--- config.mk ---
export PLATFORM = sky130hd
export DESIGN_NAME = ir_key_sequencer_flat
export DESIGN_NICKNAME = d
export VERILOG_FILES = /design/src/rtl/ir_key_sequencer_if.sv /design/src/rtl/ir_key_sequencer.sv /design/src/flat_wrapper.sv
export SDC_FILE = /design/constraint.sdc
export NUM_CORES = 1
export LEC_CHECK = 0
export CAP_MARGIN = 40
export CORE_ASPECT_RATIO = 1.5
export CORE_MARGIN = 8
export CORE_UTILIZATION = 58
export CTS_CLUSTER_DIAMETER = 150
export DETAILED_ROUTE_END_ITERATION = 16
export PLACE_DENSITY_LB_ADDON = 0.08
export SYNTH_ARGS = -nofsm -noshare
export SYNTH_HDL_FRONTEND = slang
export SYNTH_SLANG_ARGS = --single-unit
--- constraint.sdc ---
create_clock -name clk -period 5.3 [get_ports clk]
set_clock_uncertainty 0.2 [all_clocks]
set_input_delay 1.06 -clock clk [delete_from_list [all_inputs] [get_ports clk]]
set_output_delay 1.06 -clock clk [all_outputs]
set_load 0.03 [all_outputs]
--- src/rtl/ir_key_sequencer_if.sv ---
// Command handshake between the IR key sequencer (master) and the calculator (slave).
interface ir_key_sequencer_if;
    logic       cmd_valid;
    logic       cmd_ready;
    logic [1:0] cmd_type;
    logic [3:0] cmd_arg;

    modport master (output cmd_valid, cmd_type, cmd_arg, input cmd_ready);
    modport slave  (input cmd_valid, cmd_type, cmd_arg, output cmd_ready);
endinterface

--- src/rtl/ir_key_sequencer.sv ---
// Turns IR key frames into queued calculator commands issued over a valid/ready handshake.
// Define IRSEQ_REPEAT_FILTER_EN to build the held-key repeat filter and holdoff counter.
module ir_key_sequencer #(
    parameter int HOLDOFF_CYC = 10000000,
    parameter int FIFO_DEPTH  = 4
) (
    input  logic                        clk,
    input  logic                        rst,
    input  logic                        data_ready,
    input  logic [7:0]                  key_code,
    ir_key_sequencer_if.master          cmd,
    output logic                        ovf,
    output logic [7:0]                  last_key,
    output logic [$clog2(FIFO_DEPTH):0] fifo_level
);
    localparam int          AW       = $clog2(FIFO_DEPTH);
    localparam logic [AW:0] FULL_CNT = (AW+1)'(FIFO_DEPTH);
    localparam logic [1:0]  T_DIGIT  = 2'd0;
    localparam logic [1:0]  T_OP     = 2'd1;
    localparam logic [1:0]  T_EQUAL  = 2'd2;
    localparam logic [1:0]  T_CLEAR  = 2'd3;
    localparam logic [0:0]  S_IDLE   = 1'b0;
    localparam logic [0:0]  S_ISSUE  = 1'b1;

    if (FIFO_DEPTH < 2 || (FIFO_DEPTH & (FIFO_DEPTH - 1)) != 0) begin : g_bad_depth
        $error("FIFO_DEPTH must be a power of 2 and at least 2");
    end
    if (HOLDOFF_CYC < 1 || HOLDOFF_CYC > 24'hFFFFFF) begin : g_bad_holdoff
        $error("HOLDOFF_CYC must lie in 1..2^24-1");
    end

    // Result is {known, type[1:0], arg[3:0]}; known=0 means the code is ignored.
    function automatic logic [6:0] classify(input logic [7:0] code);
        logic [6:0] r;
        r = 7'd0;
        if (code <= 8'h09) begin
            r = {1'b1, T_DIGIT, code[3:0]};
        end else begin
            case (code)
                8'h0F:   r = {1'b1, T_OP, 4'd0};
                8'h13:   r = {1'b1, T_OP, 4'd1};
                8'h10:   r = {1'b1, T_OP, 4'd2};
                8'h12:   r = {1'b1, T_OP, 4'd3};
                8'h17:   r = {1'b1, T_EQUAL, 4'd0};
                8'h0C:   r = {1'b1, T_CLEAR, 4'd0};
                default: r = 7'd0;
            endcase
        end
        return r;
    endfunction

    logic          dr_q;
    logic [6:0]    cls;
    logic          evt;
    logic          accept;
    logic          is_clear;
    logic          push;
    logic          drop;
    logic          pop;
    logic [5:0]    mem [FIFO_DEPTH];
    logic [AW-1:0] wr_ptr;
    logic [AW-1:0] rd_ptr;
    logic [AW:0]   count;
    logic [0:0]    state;

    assign cls      = classify(key_code);
    assign evt      = data_ready & ~dr_q;
    assign is_clear = (cls[5:4] == T_CLEAR);

`ifdef IRSEQ_REPEAT_FILTER_EN
    logic [23:0] holdoff;
    logic        rpt;

    // A repeat still reloads the holdoff, so a held key never gets through.
    assign rpt    = (key_code == last_key) && (holdoff != 24'd0);
    assign accept = evt && cls[6] && !rpt;

    always_ff @(posedge clk or posedge rst) begin
        if (rst) begin
            holdoff <= 24'd0;
        end else if (evt && cls[6]) begin
            holdoff <= 24'(HOLDOFF_CYC);
        end else if (holdoff != 24'd0) begin
            holdoff <= holdoff - 24'd1;
        end
    end
`else
    assign accept = evt && cls[6];
`endif

    // Full is judged on the pre-pop count, so a same-cycle pop does not make room.
    assign pop  = (state == S_IDLE) && (count != '0);
    assign push = accept && !is_clear && (count != FULL_CNT);
    assign drop = accept && !is_clear && (count == FULL_CNT);

    always_ff @(posedge clk) begin
        if (push || (accept && is_clear)) begin
            mem[wr_ptr] <= cls[5:0];
        end
    end

    // CLEAR flushes by moving the read pointer onto the slot it is written into.
    always_ff @(posedge clk or posedge rst) begin
        if (rst) begin
            dr_q     <= 1'b0;
            wr_ptr   <= '0;
            rd_ptr   <= '0;
            count    <= '0;
            ovf      <= 1'b0;
            last_key <= 8'h00;
        end else begin
            dr_q <= data_ready;
            if (accept) begin
                last_key <= key_code;
            end
            if (accept && is_clear) begin
                rd_ptr <= wr_ptr;
                wr_ptr <= wr_ptr + 1'b1;
                count  <= (AW+1)'(1);
                ovf    <= 1'b0;
            end else begin
                if (drop) begin
                    ovf <= 1'b1;
                end
                if (push) begin
                    wr_ptr <= wr_ptr + 1'b1;
                end
                if (pop) begin
                    rd_ptr <= rd_ptr + 1'b1;
                end
                count <= count + (AW+1)'(push) - (AW+1)'(pop);
            end
        end
    end

    always_ff @(posedge clk or posedge rst) begin
        if (rst) begin
            state        <= S_IDLE;
            cmd.cmd_type <= 2'd0;
            cmd.cmd_arg  <= 4'd0;
        end else begin
            case (state)
                S_IDLE: begin
                    if (pop) begin
                        {cmd.cmd_type, cmd.cmd_arg} <= mem[rd_ptr];
                        state <= S_ISSUE;
                    end
                end
                default: begin
                    if (cmd.cmd_ready) begin
                        state <= S_IDLE;
                    end
                end
            endcase
        end
    end

    assign cmd.cmd_valid = (state == S_ISSUE);
    assign fifo_level    = count;

endmodule

--- src/flat_wrapper.sv ---
// flat-port wrapper written by rule: the top's interface ports become plain ports
module ir_key_sequencer_flat 
#(
    parameter int HOLDOFF_CYC = 10000000,
    parameter int FIFO_DEPTH  = 4
)
  (clk, rst, data_ready, key_code, ovf, last_key, fifo_level, cmd_cmd_valid, cmd_cmd_type, cmd_cmd_arg, cmd_cmd_ready);
  ir_key_sequencer_if cmd_i ();
  input  logic clk;
  input  logic rst;
  input  logic data_ready;
  input  logic [7:0] key_code;
  output logic ovf;
  output logic [7:0] last_key;
  output logic [$clog2(FIFO_DEPTH):0] fifo_level;
  output wire logic [$bits(cmd_i.cmd_valid)-1:0] cmd_cmd_valid;
  output wire logic [$bits(cmd_i.cmd_type)-1:0] cmd_cmd_type;
  output wire logic [$bits(cmd_i.cmd_arg)-1:0] cmd_cmd_arg;
  input wire logic [$bits(cmd_i.cmd_ready)-1:0] cmd_cmd_ready;
  assign cmd_cmd_valid = cmd_i.cmd_valid;
  assign cmd_cmd_type = cmd_i.cmd_type;
  assign cmd_cmd_arg = cmd_i.cmd_arg;
  assign cmd_i.cmd_ready = cmd_cmd_ready;
  ir_key_sequencer #(.HOLDOFF_CYC(HOLDOFF_CYC), .FIFO_DEPTH(FIFO_DEPTH)) u_core (.clk(clk), .rst(rst), .data_ready(data_ready), .key_code(key_code), .cmd(cmd_i), .ovf(ovf), .last_key(last_key), .fifo_level(fifo_level));
endmodule
# [Word-level counts from Yosys, hierarchy flattened]
# Memory sizes are Yosys's and may differ from the RTL's. A register that Yosys moved wholly into a read port is not among the register bits.
# Index checks and enable logic that the tools add are counted.
[totals] ff_bits=18 ram_bits=24 output_inout_bits=19 n_memories=1
[op_classes] n_addsub=4 magnitude_cmp=1 n_eq_ne=9 mux=14 n_bitwise=3 n_reduce_logical=13
[memory_table] name="u_core.mem" depth=4 word_bits=6 rd=1 rd_ports_with_merged_regs=1 wr=1 line="ir_key_sequencer.sv:60" text="logic [5:0] mem [FIFO_DEPTH];"
[op_table] op="case mux 7 bit (6 select lines)" count=1
[op_table] op="== test 8 x 5 -> 1 bit, second input constant" count=4
[op_table] op="== test 8 x 4 -> 1 bit, second input constant" count=2
[op_table] op="less-or-equal comparator 8 x 4 -> 1 bit, second input constant" count=1
[op_table] op="two-way mux 2 bit" count=4
[op_table] op="two-way mux 1 bit" count=7
[op_table] op="two-way mux 7 bit" count=1
[op_table] op="logical AND 1 bit" count=6
[op_table] op="nonzero test 2 bit" count=3
[op_table] op="adder 2 x 1 -> 2 bit, second input constant" count=2
[op_table] op="adder 3 x 1 -> 3 bit" count=1
[op_table] op="== test 3 bit, second input constant" count=1
[op_table] op="two-way mux 3 bit" count=1
[op_table] op="inequality test 3 bit, second input constant" count=1
[op_table] op="nonzero test 3 bit" count=1
[op_table] op="subtractor 3 x 1 -> 3 bit" count=1
[op_table] op="== test 2 bit, second input constant" count=1
[op_table] op="inverter 1 bit" count=2
[op_table] op="AND reduction 2 bit" count=1
[op_table] op="bitwise AND 1 bit" count=1
[op_table] op="zero test 1 bit" count=1
[op_table] op="logical OR 1 bit" count=1

# [Logic depth before layout (Yosys ltp)]
# Gate-level depths: netlist (run 1).
[logic_depth] depth_word=10 depth_mapped=10 depth_no_buf=9

# [Worst setup path before layout (run 1)]
# No wires, ideal clock.
[synth_path] kind="input -> register" from="input port key_code[5]" to="register u_core.count[2], in the netlist u_core.fifo_level[2]" t_arrival_ns=2.909 setup_slack_ns=2.072 path_stages=8 path_buffers=0 cell_sequence="or4b_2 > nor2_1 > nor3_1 > ha_1 > fa_1 > xnor2_1 > xnor2_1 > and2_1"
[synth_between] elab_chain_len=10
[synth_rtl] element="start, declared" line="flat_wrapper.sv:12" text="input logic [7:0] key_code;"
[synth_rtl] element="branches (longest 2 deep; another with less-or-equal comparator 8 x 4 -> 1 bit)"
[synth_rtl] element="two-way mux 7 bit (*)" line="ir_key_sequencer.sv:36" text="if (code <= 8'h09) begin"
[synth_rtl] element="== test 2 bit" line="ir_key_sequencer.sv:68" text="assign is_clear = (cls[5:4] == T_CLEAR);"
[synth_rtl] element="zero test 1 bit" line="ir_key_sequencer.sv:93" text="assign push = accept && !is_clear && (count != FULL_CNT);"
[synth_rtl] element="logical AND 1 bit (2 in a row)" line="ir_key_sequencer.sv:93"
[synth_rtl] element="adder 3 x 1 -> 3 bit" line="ir_key_sequencer.sv:131" text="count <= count + (AW+1)'(push) - (AW+1)'(pop);"
[synth_rtl] element="subtractor 3 x 1 -> 3 bit" line="ir_key_sequencer.sv:131"
[synth_rtl] element="two-way mux 3 bit (*)" line="ir_key_sequencer.sv:116" text="if (accept && is_clear) begin"
[synth_rtl] element="end signal, assigned" line="ir_key_sequencer.sv:119" text="count <= (AW+1)'(1);"
[synth_rtl] element="end signal, assigned" line="ir_key_sequencer.sv:131"
[synth_rtl] element="end, declared" line="ir_key_sequencer.sv:63" text="logic [AW:0] count;"
# Every way passes the cells marked *.
# A chain may end at the register's enable or synchronous reset.

# [Worst setup path after layout (run 1)]
[layout_path] from="input port key_code[2]" to="register u_core.count[2], in the netlist u_core.fifo_level[2]"
# Same word-level chain as after synthesis.

==> impl_metrics.ini, run 1 <==
[status]
outcome = finished, final reports clean

[place]
pre_cts_ws_ns = 1.28
portBuffers = 30
hpwl_mm = 3.15
gp_congestion = 0.785

[power]
peakVddDrop_mv = 0.405
p_per_area_nw_per_um2 = 483
leakage_nw = 1.04

[synthesis]
avgSynthCellArea_um2 = 14.6
synth_flop_cell = edfxtp_1
syn_nets = 169
synth-seq-area-share = 0.602
synth_edf_count = 24
yosys.area.top_type = edfxtp_1
syn_inst = 150
ys_types = 40
yosysTopAreaCellShare = 0.329
yosysWarnings = 0
ys_top_cells_by_count = dfrtp_1 (24), edfxtp_1 (24), inv_1 (13)
synth_area_leaders = edfxtp_1 (33%), dfrtp_1 (27%), mux4_2 (6.2%)
synth_area_um2 = 2190
ys_ff_latch = 48
async_flop_share = 0.500

[floorplan]
die_x_um = 66.2
rows = 27
die-area_um2 = 6050
start_util = 0.601
die_y_um = 91.3
ios = 31
fp.coreArea_um2 = 3650

[global_route]
grt_pass1_vias = 1513
grt_max_degree = 17
track_usage = 0.157
antenna_found_initial = 0
grt_pass1_wl_mm = 7.21
grt_overflow = 0

[sta]
timing.fmax_mhz = 264
hold_viol_final = 0
post-route-period-util = 0.716
maxSlewHeadroom = 0.511
rsz0062_at_grt = false
worstMarginPinSlew_ns = 0.731
min_period_ns = 3.79
setup_viol = 0
setup_slack_ns = 1.51
tns_ns = 0
report.final.slew_viol_count = 0

[route]
vias_per_cell = 5.75
dr.first_iter.drc_count = 21
drc = 0
wl_mm = 4.24
vias = 1294
final_antenna_net_count = 0
drtPass1Iterations = 4
wl_per_cell_um = 18.8

[final_layout]
antenna_cells = 0
final_nets = 200
drive_above_1_share = 0.187
area_delta_synth_final_pct = 21.0

[worst_setup_path]
worst_setup_path_start_kind = input port
path_class = input port to register
worstPathRequired_ns = 5.29
r2r-end = u_core.fifo_level[2]
reg2reg_slack_ns = 2.52
regToRegStartpoint = u_core.fifo_level[0]
crit_arrival_ns = 3.79
worst-path-max-fanout = 11
r2r_cells = 9
cp-end-kind = register

[worst_hold_path]
min-delay-start = u_core.last_key[5]
hold_path_class = register to register
hold_depth = 1
holdPathEnd = u_core.last_key[5]

[clock_tree]
path_clk_slew_ns = 0.08
cts_buffer_depth = 2
cts_inserted_buffers = 5
clock-sinks = 48
cts_hold_buf = 0
insertion_delay_ns = 0.30
cts_tree = done
post-cts-setup-buffers = 0
post_cts_resized = 0
cts-root-buf = clkbuf_8
htreeDepth = 2

[job]
cap_violations = 0
==> worst max-delay path by stage <==
| stage | from | to | slack (ns) | cells after the start |
|---|---|---|---|---|
| after CTS | key_code[2] | u_core.fifo_level[2] | 1.50 | 10 |
| after detailed placement | key_code[2] | u_core.fifo_level[2] | 1.28 | 10 |
| after global placement | key_code[3] | u_core.fifo_level[1] | 1.41 | 8 |
| after floorplan | key_code[5] | u_core.fifo_level[2] | 2.07 | 8 |
| final | key_code[2] | u_core.fifo_level[2] | 1.51 | 10 |
| after global routing | key_code[2] | u_core.fifo_level[2] | 1.32 | 10 |
==> where the power goes <==
part           internal [mW]  switching, mW  total [mW]
registers              0.457         0.0706       0.527
clock network          0.152          0.117       0.269
logic                  0.248          0.238       0.486
total                  0.857          0.426        1.28
==> sequential cells by signal, indices dropped and copies added, names as in the netlist <==
signal / count
u_core.cmd.cmd_arg: 4
u_core.cmd.cmd_type: 2
u_core.cmd.cmd_valid: 1
u_core.dr_q: 1
u_core.fifo_level: 3
u_core.last_key: 8
u_core.mem: 24
u_core.ovf: 1
u_core.rd_ptr: 2
u_core.wr_ptr: 2
==> cell families after synthesis <==
| logic type | Yosys count | synth area share |
|---|---|---|
| AOI/OAI and AO/OA | 10 | 0.0319 |
| DFF | 48 | 0.602 |
| adders and majority gates | 7 | 0.0434 |
| buffers and inverters | 20 | 0.0394 |
| and+or+nand+nor | 39 | 0.124 |
| xor gates and xnor gates | 5 | 0.0200 |
| muxes | 21 | 0.139 |
==> through the flow <==
step                area [um^2]  hold slack [ns]   util  instances  power (mW)
detailed placement         2540            0.272  0.695        217        1.02
CTS                        2650            0.294  0.727        225        1.29
global placement           2510            0.273  0.688        216       0.995
global route               2650            0.317  0.727        225        1.36
floorplan                  2190            0.298      -        150       0.855
finish                     2650            0.289  0.727        225        1.28
==> layout by cell type, fill, tap and decap left out, types with 2 or more instances in the layout <==
master           instances
clkdlybuf4s50_1         30
dfrtp_1                 24
edfxtp_1                24
inv_1                   13
mux2_2                  11
nor2_1                   8
and2_1                   6
nor3_1                   6
mux4_2                   6
ha_1                     6
clkbuf_8                 6
xnor2_1                  5
mux2i_1                  3
a21oi_1                  3
nor2b_1                  2
nor3b_1                  2
nand2b_1                 2
nor4_1                   2
==> worst max-delay path, cell delays in order <==
cell	delay (ns)
clkdlybuf4s50_1	0.67
a21boi_0	0.20
a211oi_2	0.48
nand3_2	0.30
nor3_1	0.28
ha_1	0.21
fa_1	0.20
xnor2_1	0.14
xnor2_1	0.09
and2_1	0.16
==> area by class of cell <==
class / instances / area (um^2)
multi-input combinational: 82 / 786
clock buffer: 6 / 82.6
timing repair buffer: 31 / 328
inverter: 13 / 48.8
tap: 43 / 53.8
clock inverter: 2 / 33.8
sequential: 48 / 1320
fill: 240 / 995
==> layer usage <==
| layer | GRT usage | vias up | wire length [um] | part of all wire |
|---|---|---|---|---|
| met2 | 0.273 | 44 | 2270 | 0.54 |
| met4 | 0.0859 | 0 | 125 | 0.029 |
| li1 | - | 600 | - | - |
| met1 | 0.157 | 640 | 1600 | 0.38 |
| met5 | 0 | - | 0 | 0 |
| met3 | 0.0492 | 10 | 242 | 0.057 |
Power figures use the tool's default switching activity.
==> inputs of run 2 (changes only) <==
CORE_UTILIZATION = 54   (was 58)
clock period = 3.8 ns   (was 5.3 ns; I/O delays follow)
==> run 2 against run 1 <==
Routed wire length fell by 5.0%. Total power rose by 34%. Global-route usage fell by 1.2 points. Register-to-register slack got worse by 1.4 ns. Largest cell class unchanged. Largest power group unchanged.
==> impl_metrics.ini, run 2 (same netlist as run 1, synthesis figures left out) <==
[place]
portBuffers = 30
hpwl_mm = 3.15
pre_cts_ws_ns = 0.301
dp_cells = 222
gp_congestion = 0.799

[worst_hold_path]
hold_path_class = register to register

[sta]
setup_viol = 0
hold_viol_final = 0
rsz0062_at_grt = false
report.final.slew_viol_count = 0
tns_ns = 0
maxSlewHeadroom = 0.509
setup_slack_ns = 0.607
fin_hold_ws_ns = 0.292
worstMarginPinSlew_ns = 0.733
post-route-period-util = 0.840
min_period_ns = 3.19
timing.fmax_mhz = 313

[status]
outcome = finished, final reports clean

[route]
drc = 0
vias_per_cell = 5.47
vias = 1259
wl_per_cell_um = 17.5
dr.first_iter.drc_count = 34
drtPass1Iterations = 4
final_antenna_net_count = 0
wl_mm = 4.03

[worst_setup_path]
worst-path-max-fanout = 11
path_delay_family = simple AND/OR/NAND/NOR gates
cp-end-kind = register
slowest_delay_ns = 0.60
worst_setup_path_start_kind = input port
cp.buffers_inverters = 1
crit_top_cell = xnor2_1
worstPathCellList = clkdlybuf4s50_1, or4b_4, nor2_1, nor3_1, ha_1, fa_1, xnor2_1, xnor2_1, and2_1
path_class = input port to register
crit_slowest_cell = or4b_4
crit_arrival_ns = 3.19
worstPathRequired_ns = 3.80

[global_route]
track_usage = 0.144
antenna_found_initial = 0
grt_overflow = 0
grt_max_degree = 16
grt_pass1_vias = 1392
grt_pass1_wl_mm = 6.79

[clock_tree]
post-cts-setup-buffers = 0
clock-sinks = 48
cts_inserted_buffers = 5
insertion_delay_ns = 0.30
cts-root-buf = clkbuf_8
path_clk_slew_ns = 0.09
cts_hold_buf = 0
cts_buffer_depth = 2
htreeDepth = 2
post_cts_resized = 0
cts_tree = done

[floorplan]
die_y_um = 94.1
die-area_um2 = 6400
start_util = 0.559
fp.coreArea_um2 = 3920
die_x_um = 68.0
ios = 31
rows = 28

[final_layout]
final_nets = 203
drive_above_1_share = 0.205
reg_top3 = u_core.mem: 24 flops, u_core.last_key: 8 flops, u_core.cmd.cmd_arg: 4 flops
final_common_cell = clkdlybuf4s50_1
layout_common_cells = clkdlybuf4s50_1 (30), dfrtp_1 (24), edfxtp_1 (24), inv_1 (13), mux2_2 (11)
area_delta_synth_final_pct = 20.7
largest_reg_flops = 24
antenna_cells = 0
seq_area_um2 = 1320
largest_register = u_core.mem
multiInputGateArea_um2 = 786
fin_cells = 230
fillCellCount = 287

[power]
p_seq_frac = 0.429
totalPowerFinal_mw = 1.72
peakVddDrop_mv = 0.631
power.internal_mw = 1.13
leakage_nw = 1.04
combPwrFrac = 0.387
clkPwrFrac = 0.184
p_per_area_nw_per_um2 = 649
swShare = 0.343
switching_power_uw = 588

[job]
cap_violations = 0
==> run 2: cell count changes in the layout (fill, tap and decap cells not counted) <==
cell / previous run / this run
buf_8: 0 / 1
buf_16: 1 / 0
bufinv_16: 1 / 0
clkinv_1: 1 / 0
buf_4: 0 / 3
clkinvlp_4: 0 / 2
==> run 2: metrics by stage <==
stage | util | cell area, um^2
6_report | 0.675 | 2650
4_1_cts | 0.675 | 2650
3_3_place_gp | 0.646 | 2530
2_1_floorplan | - | 2190
3_5_place_dp | 0.650 | 2550
5_1_grt | 0.675 | 2650
==> run 2: power by group through the flow <==
stage	Clock, mW	Sequential (mW)	Combinational (mW)
2_1_floorplan	0	0.837	0.355
3_3_place_gp	0	0.741	0.654
3_5_place_dp	0	0.749	0.674
4_1_cts	0.324	0.738	0.678
5_1_grt	0.346	0.753	0.734
6_report	0.316	0.736	0.665
==> run 2: area by class of cell <==
type | count | area share
well taps | 45 | 0.0213
multi-input cells | 82 | 0.297
flip-flops and latches | 48 | 0.499
inverters | 13 | 0.0184
clock inverters | 2 | 0.00567
clock buffers | 6 | 0.0312
repair buffers | 34 | 0.128
==> run 2: worst paths after layout <==
check | from | endpoint | slack (ns) | cells after the start
max | key_code[1] | u_core.fifo_level[2] | 0.61 | 9
min | u_core.last_key[6] | u_core.last_key[6] | 0.29 | 1
max reg2reg | u_core.fifo_level[0] | u_core.fifo_level[2] | 1.15 | 9
min reg2reg | u_core.last_key[6] | u_core.last_key[6] | 0.29 | 1
max in group asynchronous | rst | u_core.last_key[2] | 2.38 | 3
min in group asynchronous | rst | u_core.dr_q | 0.56 | 2
==> run 2: routing by layer <==
metal,vias up,part of all wire,track usage,routed length [um]
li1,608,-,-,-
met4,0,0.017,0.0583,68
met3,5,0.048,0.0478,192
met1,619,0.37,0.149,1510
met2,27,0.56,0.255,2260
met5,-,0,0,0
